<file path="src/rtl/sc_matrix_scan_if.sv">
// Bus bundle between the row generators, the matrix scanner and the LED driver:
// eight row buses in, one row-select/column pair plus frame strobe out.
interface sc_matrix_scan_if #(
    parameter int DATAWIDTH_BUS = 8
);
    logic                     SC_MATRIX_SCAN_ENABLE;
    logic [DATAWIDTH_BUS-1:0] SC_MATRIX_SCAN_ROW_0_IN;
    logic [DATAWIDTH_BUS-1:0] SC_MATRIX_SCAN_ROW_1_IN;
    logic [DATAWIDTH_BUS-1:0] SC_MATRIX_SCAN_ROW_2_IN;
    logic [DATAWIDTH_BUS-1:0] SC_MATRIX_SCAN_ROW_3_IN;
    logic [DATAWIDTH_BUS-1:0] SC_MATRIX_SCAN_ROW_4_IN;
    logic [DATAWIDTH_BUS-1:0] SC_MATRIX_SCAN_ROW_5_IN;
    logic [DATAWIDTH_BUS-1:0] SC_MATRIX_SCAN_ROW_6_IN;
    logic [DATAWIDTH_BUS-1:0] SC_MATRIX_SCAN_ROW_7_IN;
    logic [7:0]               SC_MATRIX_SCAN_ROW_SEL;
    logic [DATAWIDTH_BUS-1:0] SC_MATRIX_SCAN_COL_OUT;
    logic                     SC_MATRIX_SCAN_FRAME_DONE;

    modport master (
        output SC_MATRIX_SCAN_ENABLE,
        output SC_MATRIX_SCAN_ROW_0_IN, SC_MATRIX_SCAN_ROW_1_IN,
        output SC_MATRIX_SCAN_ROW_2_IN, SC_MATRIX_SCAN_ROW_3_IN,
        output SC_MATRIX_SCAN_ROW_4_IN, SC_MATRIX_SCAN_ROW_5_IN,
        output SC_MATRIX_SCAN_ROW_6_IN, SC_MATRIX_SCAN_ROW_7_IN,
        input  SC_MATRIX_SCAN_ROW_SEL, SC_MATRIX_SCAN_COL_OUT,
        input  SC_MATRIX_SCAN_FRAME_DONE
    );

    modport slave (
        input  SC_MATRIX_SCAN_ENABLE,
        input  SC_MATRIX_SCAN_ROW_0_IN, SC_MATRIX_SCAN_ROW_1_IN,
        input  SC_MATRIX_SCAN_ROW_2_IN, SC_MATRIX_SCAN_ROW_3_IN,
        input  SC_MATRIX_SCAN_ROW_4_IN, SC_MATRIX_SCAN_ROW_5_IN,
        input  SC_MATRIX_SCAN_ROW_6_IN, SC_MATRIX_SCAN_ROW_7_IN,
        output SC_MATRIX_SCAN_ROW_SEL, SC_MATRIX_SCAN_COL_OUT,
        output SC_MATRIX_SCAN_FRAME_DONE
    );
endinterface

</file>
<file path="src/rtl/sc_matrix_scan.sv">
// Time-multiplexes a captured 8x8 frame onto one-hot row select and column bus,
// with a one-cycle blank between rows to suppress ghosting.
module sc_matrix_scan #(
    parameter int DATAWIDTH_BUS   = 8,
    parameter int PRESCALER       = 50000,
    parameter int PRESCALER_WIDTH = 16
) (
    input  logic          SC_MATRIX_SCAN_CLOCK_50,
    input  logic          SC_MATRIX_SCAN_RESET,
    sc_matrix_scan_if.slave bus
);

    typedef enum logic [1:0] {IDLE, LOAD, SCAN, BLANK} state_t;

    localparam logic [PRESCALER_WIDTH-1:0] DWELL_LAST = PRESCALER_WIDTH'(PRESCALER - 1);

    state_t                     state_q, state_d;
    logic [2:0]                 rowIdx_q, rowIdx_d;
    logic [PRESCALER_WIDTH-1:0] cnt_q, cnt_d;
    logic [DATAWIDTH_BUS-1:0]   buf_q [8];
    logic [DATAWIDTH_BUS-1:0]   buf_d [8];
    logic                       armed_q;
    logic [DATAWIDTH_BUS-1:0]   rowIn [8];

    assign rowIn[0] = bus.SC_MATRIX_SCAN_ROW_0_IN;
    assign rowIn[1] = bus.SC_MATRIX_SCAN_ROW_1_IN;
    assign rowIn[2] = bus.SC_MATRIX_SCAN_ROW_2_IN;
    assign rowIn[3] = bus.SC_MATRIX_SCAN_ROW_3_IN;
    assign rowIn[4] = bus.SC_MATRIX_SCAN_ROW_4_IN;
    assign rowIn[5] = bus.SC_MATRIX_SCAN_ROW_5_IN;
    assign rowIn[6] = bus.SC_MATRIX_SCAN_ROW_6_IN;
    assign rowIn[7] = bus.SC_MATRIX_SCAN_ROW_7_IN;

    // armed_q holds the FSM in IDLE for the first edge after reset release,
    // so a release close to an edge can never start a frame on that edge.
    always_ff @(posedge SC_MATRIX_SCAN_CLOCK_50 or negedge SC_MATRIX_SCAN_RESET) begin
        if (!SC_MATRIX_SCAN_RESET) begin
            state_q  <= IDLE;
            rowIdx_q <= '0;
            cnt_q    <= '0;
            armed_q  <= 1'b0;
            for (int i = 0; i < 8; i++) buf_q[i] <= '0;
        end else begin
            state_q  <= state_d;
            rowIdx_q <= rowIdx_d;
            cnt_q    <= cnt_d;
            armed_q  <= 1'b1;
            buf_q    <= buf_d;
        end
    end

    always_comb begin
        state_d  = state_q;
        rowIdx_d = rowIdx_q;
        cnt_d    = cnt_q;
        buf_d    = buf_q;
        case (state_q)
            IDLE: begin
                if (bus.SC_MATRIX_SCAN_ENABLE && armed_q) state_d = LOAD;
            end
            LOAD: begin
                buf_d    = rowIn;
                rowIdx_d = '0;
                cnt_d    = '0;
                state_d  = SCAN;
            end
            SCAN: begin
                cnt_d = cnt_q + PRESCALER_WIDTH'(1);
                if (cnt_q == DWELL_LAST) state_d = BLANK;
            end
            BLANK: begin
                cnt_d = '0;
                if (rowIdx_q != 3'd7) begin
                    rowIdx_d = rowIdx_q + 3'd1;
                    state_d  = SCAN;
                end else begin
                    state_d = bus.SC_MATRIX_SCAN_ENABLE ? LOAD : IDLE;
                end
            end
            default: state_d = IDLE;
        endcase
    end

    // Outputs decode only registered state, so no input reaches them combinationally.
    always_comb begin
        bus.SC_MATRIX_SCAN_ROW_SEL    = '0;
        bus.SC_MATRIX_SCAN_COL_OUT    = '0;
        bus.SC_MATRIX_SCAN_FRAME_DONE = 1'b0;
        if (state_q == SCAN) begin
            bus.SC_MATRIX_SCAN_ROW_SEL = 8'h01 << rowIdx_q;
            bus.SC_MATRIX_SCAN_COL_OUT = buf_q[rowIdx_q];
        end
        if (state_q == BLANK && rowIdx_q == 3'd7) bus.SC_MATRIX_SCAN_FRAME_DONE = 1'b1;
    end

endmodule

</file>
<file path="src/flat_wrapper.sv">
// flat-port wrapper written by rule: the top's interface ports become plain ports
module sc_matrix_scan_flat 
#(
    parameter int DATAWIDTH_BUS   = 8,
    parameter int PRESCALER       = 50000,
    parameter int PRESCALER_WIDTH = 16
)
  (SC_MATRIX_SCAN_CLOCK_50, SC_MATRIX_SCAN_RESET, bus_SC_MATRIX_SCAN_ENABLE, bus_SC_MATRIX_SCAN_ROW_0_IN, bus_SC_MATRIX_SCAN_ROW_1_IN, bus_SC_MATRIX_SCAN_ROW_2_IN, bus_SC_MATRIX_SCAN_ROW_3_IN, bus_SC_MATRIX_SCAN_ROW_4_IN, bus_SC_MATRIX_SCAN_ROW_5_IN, bus_SC_MATRIX_SCAN_ROW_6_IN, bus_SC_MATRIX_SCAN_ROW_7_IN, bus_SC_MATRIX_SCAN_ROW_SEL, bus_SC_MATRIX_SCAN_COL_OUT, bus_SC_MATRIX_SCAN_FRAME_DONE);
  sc_matrix_scan_if #(.DATAWIDTH_BUS(DATAWIDTH_BUS)) bus_i ();
  input  logic SC_MATRIX_SCAN_CLOCK_50;
  input  logic SC_MATRIX_SCAN_RESET;
  input wire logic [$bits(bus_i.SC_MATRIX_SCAN_ENABLE)-1:0] bus_SC_MATRIX_SCAN_ENABLE;
  input wire logic [$bits(bus_i.SC_MATRIX_SCAN_ROW_0_IN)-1:0] bus_SC_MATRIX_SCAN_ROW_0_IN;
  input wire logic [$bits(bus_i.SC_MATRIX_SCAN_ROW_1_IN)-1:0] bus_SC_MATRIX_SCAN_ROW_1_IN;
  input wire logic [$bits(bus_i.SC_MATRIX_SCAN_ROW_2_IN)-1:0] bus_SC_MATRIX_SCAN_ROW_2_IN;
  input wire logic [$bits(bus_i.SC_MATRIX_SCAN_ROW_3_IN)-1:0] bus_SC_MATRIX_SCAN_ROW_3_IN;
  input wire logic [$bits(bus_i.SC_MATRIX_SCAN_ROW_4_IN)-1:0] bus_SC_MATRIX_SCAN_ROW_4_IN;
  input wire logic [$bits(bus_i.SC_MATRIX_SCAN_ROW_5_IN)-1:0] bus_SC_MATRIX_SCAN_ROW_5_IN;
  input wire logic [$bits(bus_i.SC_MATRIX_SCAN_ROW_6_IN)-1:0] bus_SC_MATRIX_SCAN_ROW_6_IN;
  input wire logic [$bits(bus_i.SC_MATRIX_SCAN_ROW_7_IN)-1:0] bus_SC_MATRIX_SCAN_ROW_7_IN;
  output wire logic [$bits(bus_i.SC_MATRIX_SCAN_ROW_SEL)-1:0] bus_SC_MATRIX_SCAN_ROW_SEL;
  output wire logic [$bits(bus_i.SC_MATRIX_SCAN_COL_OUT)-1:0] bus_SC_MATRIX_SCAN_COL_OUT;
  output wire logic [$bits(bus_i.SC_MATRIX_SCAN_FRAME_DONE)-1:0] bus_SC_MATRIX_SCAN_FRAME_DONE;
  assign bus_i.SC_MATRIX_SCAN_ENABLE = bus_SC_MATRIX_SCAN_ENABLE;
  assign bus_i.SC_MATRIX_SCAN_ROW_0_IN = bus_SC_MATRIX_SCAN_ROW_0_IN;
  assign bus_i.SC_MATRIX_SCAN_ROW_1_IN = bus_SC_MATRIX_SCAN_ROW_1_IN;
  assign bus_i.SC_MATRIX_SCAN_ROW_2_IN = bus_SC_MATRIX_SCAN_ROW_2_IN;
  assign bus_i.SC_MATRIX_SCAN_ROW_3_IN = bus_SC_MATRIX_SCAN_ROW_3_IN;
  assign bus_i.SC_MATRIX_SCAN_ROW_4_IN = bus_SC_MATRIX_SCAN_ROW_4_IN;
  assign bus_i.SC_MATRIX_SCAN_ROW_5_IN = bus_SC_MATRIX_SCAN_ROW_5_IN;
  assign bus_i.SC_MATRIX_SCAN_ROW_6_IN = bus_SC_MATRIX_SCAN_ROW_6_IN;
  assign bus_i.SC_MATRIX_SCAN_ROW_7_IN = bus_SC_MATRIX_SCAN_ROW_7_IN;
  assign bus_SC_MATRIX_SCAN_ROW_SEL = bus_i.SC_MATRIX_SCAN_ROW_SEL;
  assign bus_SC_MATRIX_SCAN_COL_OUT = bus_i.SC_MATRIX_SCAN_COL_OUT;
  assign bus_SC_MATRIX_SCAN_FRAME_DONE = bus_i.SC_MATRIX_SCAN_FRAME_DONE;
  sc_matrix_scan #(.DATAWIDTH_BUS(DATAWIDTH_BUS), .PRESCALER(PRESCALER), .PRESCALER_WIDTH(PRESCALER_WIDTH)) u_core (.SC_MATRIX_SCAN_CLOCK_50(SC_MATRIX_SCAN_CLOCK_50), .SC_MATRIX_SCAN_RESET(SC_MATRIX_SCAN_RESET), .bus(bus_i));
endmodule
</file>
<file path="config.mk">
export PLATFORM = sky130hd
export DESIGN_NAME = sc_matrix_scan_flat
export DESIGN_NICKNAME = d
export VERILOG_FILES = /design/src/rtl/sc_matrix_scan_if.sv /design/src/rtl/sc_matrix_scan.sv /design/src/flat_wrapper.sv
export SDC_FILE = /design/constraint.sdc
export NUM_CORES = 1
export LEC_CHECK = 0
export ABC_AREA = 1
export CAP_MARGIN = 30
export CORE_MARGIN = 2
export CORE_UTILIZATION = 56
export DETAILED_ROUTE_END_ITERATION = 16
export GPL_TIMING_DRIVEN = 1
export MAX_ROUTING_LAYER = met4
export PLACE_DENSITY = 0.85
export SETUP_SLACK_MARGIN = 0.1
export SYNTH_ARGS = -nofsm -noshare
export SYNTH_HDL_FRONTEND = slang
export SYNTH_SLANG_ARGS = --single-unit
export TNS_END_PERCENT = 50
</file>
<file path="constraint.sdc">
create_clock -name SC_MATRIX_SCAN_CLOCK_50 -period 2.1 [get_ports SC_MATRIX_SCAN_CLOCK_50]
set_input_delay 0.21 -clock SC_MATRIX_SCAN_CLOCK_50 [delete_from_list [all_inputs] [get_ports SC_MATRIX_SCAN_CLOCK_50]]
set_output_delay 0.21 -clock SC_MATRIX_SCAN_CLOCK_50 [all_outputs]
set_load 0.02 [all_outputs]
</file>
==> metrics, run 1 <==
CTS tree=yes; Async SR Flop Fraction=100.0%; # nets final=613; core box area=7727 µm²; skew final=0.005357 ns; HP Class=input pin to asynchronous set/reset pin; antenna viol nets, final=0; Port Buffer Count=83; Ports=84; Power Total=3.342 mW; crit path kind=register to output port; drt total wl=10.81 mm; Final WS setup=0.1067 ns; Rows=32; Sum Neg Setup Slack=0 ns; detailed placer's ending HPWL=7.933 mm; Gate power share=9.1%; Pleak=2.687 nW; Crit. End Element=output port; die height=93.17 µm; Tcrit/Tclk final=94.92%; Initial Utilization=57.63%; P_sw=718.6 µW; RSZ-0062 raised after global routing=true; Critical Path Fanout Max=16; number of global-route vias before repair=3622; count of cell types in the netlist=28; largest net degree at the start of global routing=37; CTS sink count=86; max cap viols=0; Filler cells=495; Mapped Nets=520; DRC Markers=0; #FFs+latches synth=86; Sw Ratio=21.50%; clock slew at reported path FFs=0.08 ns; post-route minimum period=1.993 ns; Pint=2.623 mW; Max Buffers Root-to-Sink=2; endpoints failing hold=0; FMAX=0.5017 GHz; outcome=completed; cell area after synthesis=4453 µm²; pre-CTS setup slack=0.04419 ns; worst path arrival time=1.78 ns; area delta synth->final=26.92%; Required @ worst endpoint=1.89 ns; Worst Setup Start Kind=register; sequential cell area=2156 µm²; Die W=93.17 µm; Final Max Tran Viols=0; Remaining Overflow, GRT=0; share of cells above drive strength 1=22.10%; vias=3555; synthesized instance count=445; TritonCTS buffer count=9; Setup violations, final=0; drt via density=5.512; Avg WL per Cell=16.75 µm; Clk pwr share=38.1%; power density over the cells=591.3 nW/µm²; initial antenna violation count=0; die footprint=8681 µm²; Layout Utilization=73.14%; DR pass1 iterations=6; H-tree levels=3; sequential fraction of design power=52.8%; Seq/Total Area, Yosys=48.33%; Multi-input gate area=2016 µm²; mean post-synth cell area=10.01 µm²; Post-synth top flop=dfrtp_1; Tot GR Track Use=27.20%; CTS root buf=clkbuf_8; WHS=0.3446 ns; Max VDD drop=0.0004324 V; Skew-Pair Late Insertion Delay=0.35 ns; number of diodes=0; Initial DRC Count=221; Ys Warns=0; Final GP Congestion=0.8921; global-route wire length before repair=17.71 mm; number of synthesized flops with an enable pin=0
layout by cell type (no fill, tap or decap), types with 5 or more instances in the layout:
cell,instances
mux2_4,38
mux2_2,26
clkbuf_8,10
nand2_1,59
buf_2,6
o21ai_0,42
a21oi_1,9
buf_12,5
clkdlybuf4s15_2,5
dfrtp_1,83
nor2_1,82
o21ai_1,6
buf_4,13
inv_1,22
o22ai_1,9
ha_1,7
nor3_1,5
nand3_1,20
clkdlybuf4s50_1,65
metal layers:
layer / GRT usage (%) / routed length [µm] / vias up
met5: - / 0 / -
met4: 9.191 / 264 / 0
met3: 4.029 / 633 / 27
met2: 44.38 / 5366 / 151
met1: 35.25 / 4540 / 1717
li1: - / - / 1660
worst max-delay path, cell delays in order (launching register included):
cell             delay (ns)
dfrtp_2                0.45
inv_2                  0.10
buf_6                  0.15
o21ai_0                0.09
o21ai_0                0.17
nand3_1                0.10
nand2_1                0.10
clkdlybuf4s15_2        0.26
cell families (layout without fill, tap and decap cells):
kind of cell | after synthesis | count (layout) | synth area share, %
fa+ha+maj | 8 | 8 | 2.248
compound gates | 68 | 68 | 8.008
other cells | 1 | 1 | 0.08421
flops | 86 | 86 | 48.33
simple gates | 170 | 170 | 15.48
buf+inv | 48 | 146 | 6.462
mux | 64 | 64 | 19.39
synthesized netlist by cell type, types with 5 or more instances:
cell type | number | area (µm²)
a21oi_1 | 9 | 45.04
buf_2 | 10 | 50.05
dfrtp_1 | 86 | 2152
ha_1 | 8 | 100.1
inv_1 | 22 | 82.58
mux2_2 | 26 | 292.8
mux2_4 | 38 | 570.6
nand2_1 | 59 | 221.5
nand3_1 | 20 | 100.1
nor2_1 | 82 | 307.8
nor3_1 | 5 | 25.02
o21ai_0 | 45 | 225.2
o22ai_1 | 9 | 56.30
final timing paths:
check / startpoint / end / slack, ns / cells past startpoint
worst max-delay path: u_core.rowIdx_q[0] / bus_SC_MATRIX_SCAN_COL_OUT[7] / 0.11 / 7
worst min-delay path: SC_MATRIX_SCAN_RESET / u_core.buf_q[38] / 0.34 / 2
worst max register to register: u_core.rowIdx_q[0] / u_core.rowIdx_q[0] / 0.41 / 7
worst min register to register: u_core.buf_q[53] / u_core.buf_q[53] / 0.50 / 1
max in group asynchronous: SC_MATRIX_SCAN_RESET / u_core.buf_q[14] / 1.17 / 3
min in group SC_MATRIX_SCAN_CLOCK_50: bus_SC_MATRIX_SCAN_ROW_5_IN[3] / u_core.buf_q[19] / 0.46 / 2
state kept, by name, indices dropped and copies added, names as in the netlist:
signal / cells
u_core.armed_q: 1
u_core.buf_q: 64
u_core.cnt_q: 16
u_core.rowIdx_q: 3
u_core.state_q: 2
power by group through the flow:
| stage | clock, mW | sequential [mW] | combinational [mW] |
|---|---|---|---|
| floorplan | 0 | 1.77 | 0.110 |
| global placement | 0 | 1.79 | 0.301 |
| detailed placement | 0 | 1.79 | 0.311 |
| CTS | 1.28 | 1.76 | 0.311 |
| global route | 1.34 | 1.77 | 0.330 |
| finish | 1.27 | 1.76 | 0.305 |
final cells by class:
cell class | instances | area share, %
repair buffers | 103 | 18.09
clock buffers | 13 | 2.634
well taps | 102 | 2.258
inverters | 27 | 2.015
flip-flops and latches | 86 | 38.14
multi-input cells | 311 | 35.67
clock inverters | 3 | 1.195
through the flow:
step / area [µm²] / instances
2_1_floorplan: 4453 / 445
4_1_cts: 5660 / 644
3_5_place_dp: 5428 / 627
6_report: 5652 / 645
5_1_grt: 5652 / 645
3_3_place_gp: 5428 / 627
repair_timing:
item,in CTS,in global routing
gates resized for setup,48,10
pin swaps,1,2
setup buffers,0,1
gates cloned,0,0
hold buffers,1,0
setup endpoints to repair,17,15
endpoints found under the hold margin,33,0
No activity file was read; power rests on OpenSTA's default activity.
==> run 2, diff against run 1 <==
SETUP_SLACK_MARGIN = 0.3   (was 0.1)
==> run 2 against run 1 <==
  * Utilization grew 0.29 points
  * Combinational power grew 2%
  * Setup slack gained 0.092 ns
  * Flip-flop and latch count is the same
  * Die area is the same
  * Final area grew 0.40%
==> metrics, run 2 (same netlist as run 1, synthesis figures left out) <==
most common cell after layout, fill and taps aside=dfrtp_1; endpoints failing hold=0 (unchanged); largest net degree at the start of global routing=37 (unchanged); vias=3589 (+0.96%); Sum Neg Setup Slack=0 ns (unchanged); Reg with most FFs=u_core.buf_q; number of diodes=0 (unchanged); drt total wl=11.12 mm (+2.9%); Sw Ratio=21.66% (+0.16 points); DR pass1 iterations=5 (-1); Remaining Overflow, GRT=0 (unchanged); Clk pwr share=38.1% (about the same); # nets final=616 (+0.49%); P_sw=726.0 µW (+1.0%); Initial DRC Count=215 (-2.7%); Crit path top cell by count=buf_6; area delta synth->final=27.42%; skew final=0.007269 ns (+0.001912 ns); die footprint=8681 µm² (unchanged); post-route minimum period=1.901 ns (-0.09239 ns); Ports=84 (unchanged); outcome=completed; Die W=93.17 µm (unchanged); Setup violations, final=0 (unchanged); global-route wire length before repair=17.96 mm (+1.4%); TritonCTS buffer count=9 (unchanged); most frequent cells in the layout=84 x dfrtp_1, 82 x nor2_1, 65 x clkdlybuf4s50_1; CTS tree=yes; reg2reg end=u_core.rowIdx_q[0]; max cap viols=0 (unchanged); Required @ worst endpoint=1.89 ns (about the same); biggest regs=u_core.buf_q x64, u_core.cnt_q x16, u_core.rowIdx_q x3; R2R cell count=7 (unchanged); Tot GR Track Use=27.65% (+0.45 points); core box area=7727 µm² (unchanged); drt via density=5.539 (+0.49%); share of cells above drive strength 1=23.63% (+1.5 points); crit path kind=register to output port; Avg WL per Cell=17.16 µm (+2.4%); reg2reg start=u_core.rowIdx_q[1]; CTS root buf=clkbuf_8; Max Buffers Root-to-Sink=2 (unchanged); Worst Setup Start Kind=register; power density over the cells=590.6 nW/µm² (-0.11%); CTS sink count=86 (unchanged); Crit-path slowest cell=dfrtp_2; Skew-Pair Late Insertion Delay=0.36 ns (about the same); max FFs per register=64 (unchanged); FF-to-FF setup slack=0.49 ns (+0.08 ns); Rows=32 (unchanged); Pleak=2.698 nW (+0.38%); RSZ-0062 raised after global routing=true; worst path arrival time=1.69 ns (-0.09 ns); H-tree levels=3 (unchanged); initial antenna violation count=0 (unchanged); Power Total=3.351 mW (+0.29%); DRC Markers=0 (unchanged); detailed placer's ending HPWL=7.933 mm (unchanged); clock slew at reported path FFs=0.09 ns (about the same); Gate power share=9.2% (about the same); Max VDD drop=0.0004344 V (+0.48%); Critical Path Fanout Max=8 (-8); Initial Utilization=57.63% (unchanged); Final Max Tran Viols=0 (unchanged); FMAX=0.5261 GHz (+4.9%); Port Buffer Count=83 (unchanged); Final GP Congestion=0.8921 (unchanged); Crit. End Element=output port; Tcrit/Tclk final=90.52% (-4.4 points); antenna viol nets, final=0 (unchanged); crit path cell chain=inv_4, buf_6, o21ai_0, o21ai_1, nand3_1, nand2_2, buf_6; die height=93.17 µm (unchanged); number of global-route vias before repair=3654 (+0.88%); HP Class=input pin to asynchronous set/reset pin; Pint=2.625 mW (about the same); Largest stage delay, worst path=0.47 ns (+0.02 ns); sequential fraction of design power=52.7% (about the same)
==> run 2: metal layers <==
metal  vias up  routed length (µm)  GRT usage [%]
met5         -                   0              -
met4         0                 290          9.681
met3        28                 659          4.029
met2       178                5502          45.11
met1      1716                4665          35.73
li1       1667                   -              -
==> run 2: area by class of cell <==
| type | count | area (µm²) |
|---|---|---|
| clock inverter | 3 | 67.56 |
| fill | 497 | 2053 |
| sequential | 86 | 2155 |
| tap | 102 | 127.6 |
| inverter | 27 | 118.9 |
| multi-input combinational | 311 | 2018 |
| timing repair buffer | 105 | 1032 |
| timing repair inverter | 1 | 6.256 |
| clock buffer | 13 | 148.9 |
==> run 2: worst max-delay path by stage <==
| stage | startpoint | to | slack, ns | cells after the start |
|---|---|---|---|---|
| 2_1_floorplan | u_core.rowIdx_q[1] | u_core.state_q[0] | 0.58 | 8 |
| 3_3_place_gp | u_core.rowIdx_q[0] | bus_SC_MATRIX_SCAN_COL_OUT[3] | 0.08 | 7 |
| 3_5_place_dp | u_core.rowIdx_q[1] | bus_SC_MATRIX_SCAN_COL_OUT[3] | 0.04 | 6 |
| 4_1_cts | u_core.rowIdx_q[1] | bus_SC_MATRIX_SCAN_ROW_SEL[7] | 0.21 | 6 |
| 5_1_grt | u_core.rowIdx_q[0] | bus_SC_MATRIX_SCAN_COL_OUT[5] | 0.13 | 8 |
| 6_report | u_core.rowIdx_q[0] | bus_SC_MATRIX_SCAN_COL_OUT[5] | 0.20 | 7 |
==> run 2: worst max-delay path, delay by kind of cell (launching register included) <==
| kind | cells | cell delay, ns |
|---|---|---|
| AO/OA/AOI/OAI | 2 | 0.29 |
| flip-flops | 1 | 0.47 |
| AND/OR/NAND/NOR | 2 | 0.23 |
| buffers and inverters | 3 | 0.35 |
==> run 2: power by group through the flow <==
stage          Combinational [mW]  Sequential [mW]  Clock, mW
4_1_cts                     0.311             1.76       1.28
6_report                    0.310             1.77       1.28
5_1_grt                     0.333             1.77       1.34
3_5_place_dp                0.311             1.79          0
3_3_place_gp                0.301             1.79          0
2_1_floorplan               0.110             1.77          0
==> run 2: repair_timing <==
item / in CTS / in global routing
setup endpoints to repair: 17 / 17
resized for setup: 82 / 8
hold endpoints to repair: 33 / 0
cloned: 2 / 0
hold buffers: 1 / 0
buffers inserted: 2 / 0
pin swaps: 2 / 0
==> run 2: metrics by stage <==
stage	utilization, %	worst slack (ns)	hold WS [ns]	cells	instance area [µm²]
floorplan	-	0.5796	-0.08559	445	4453
global placement	70.24	0.07949	0.1959	627	5428
detailed placement	70.24	0.04419	0.2012	627	5428
CTS	73.53	0.2137	0.3620	648	5682
global route	73.43	0.1263	0.3771	648	5674
finish	73.43	0.1991	0.3441	648	5674
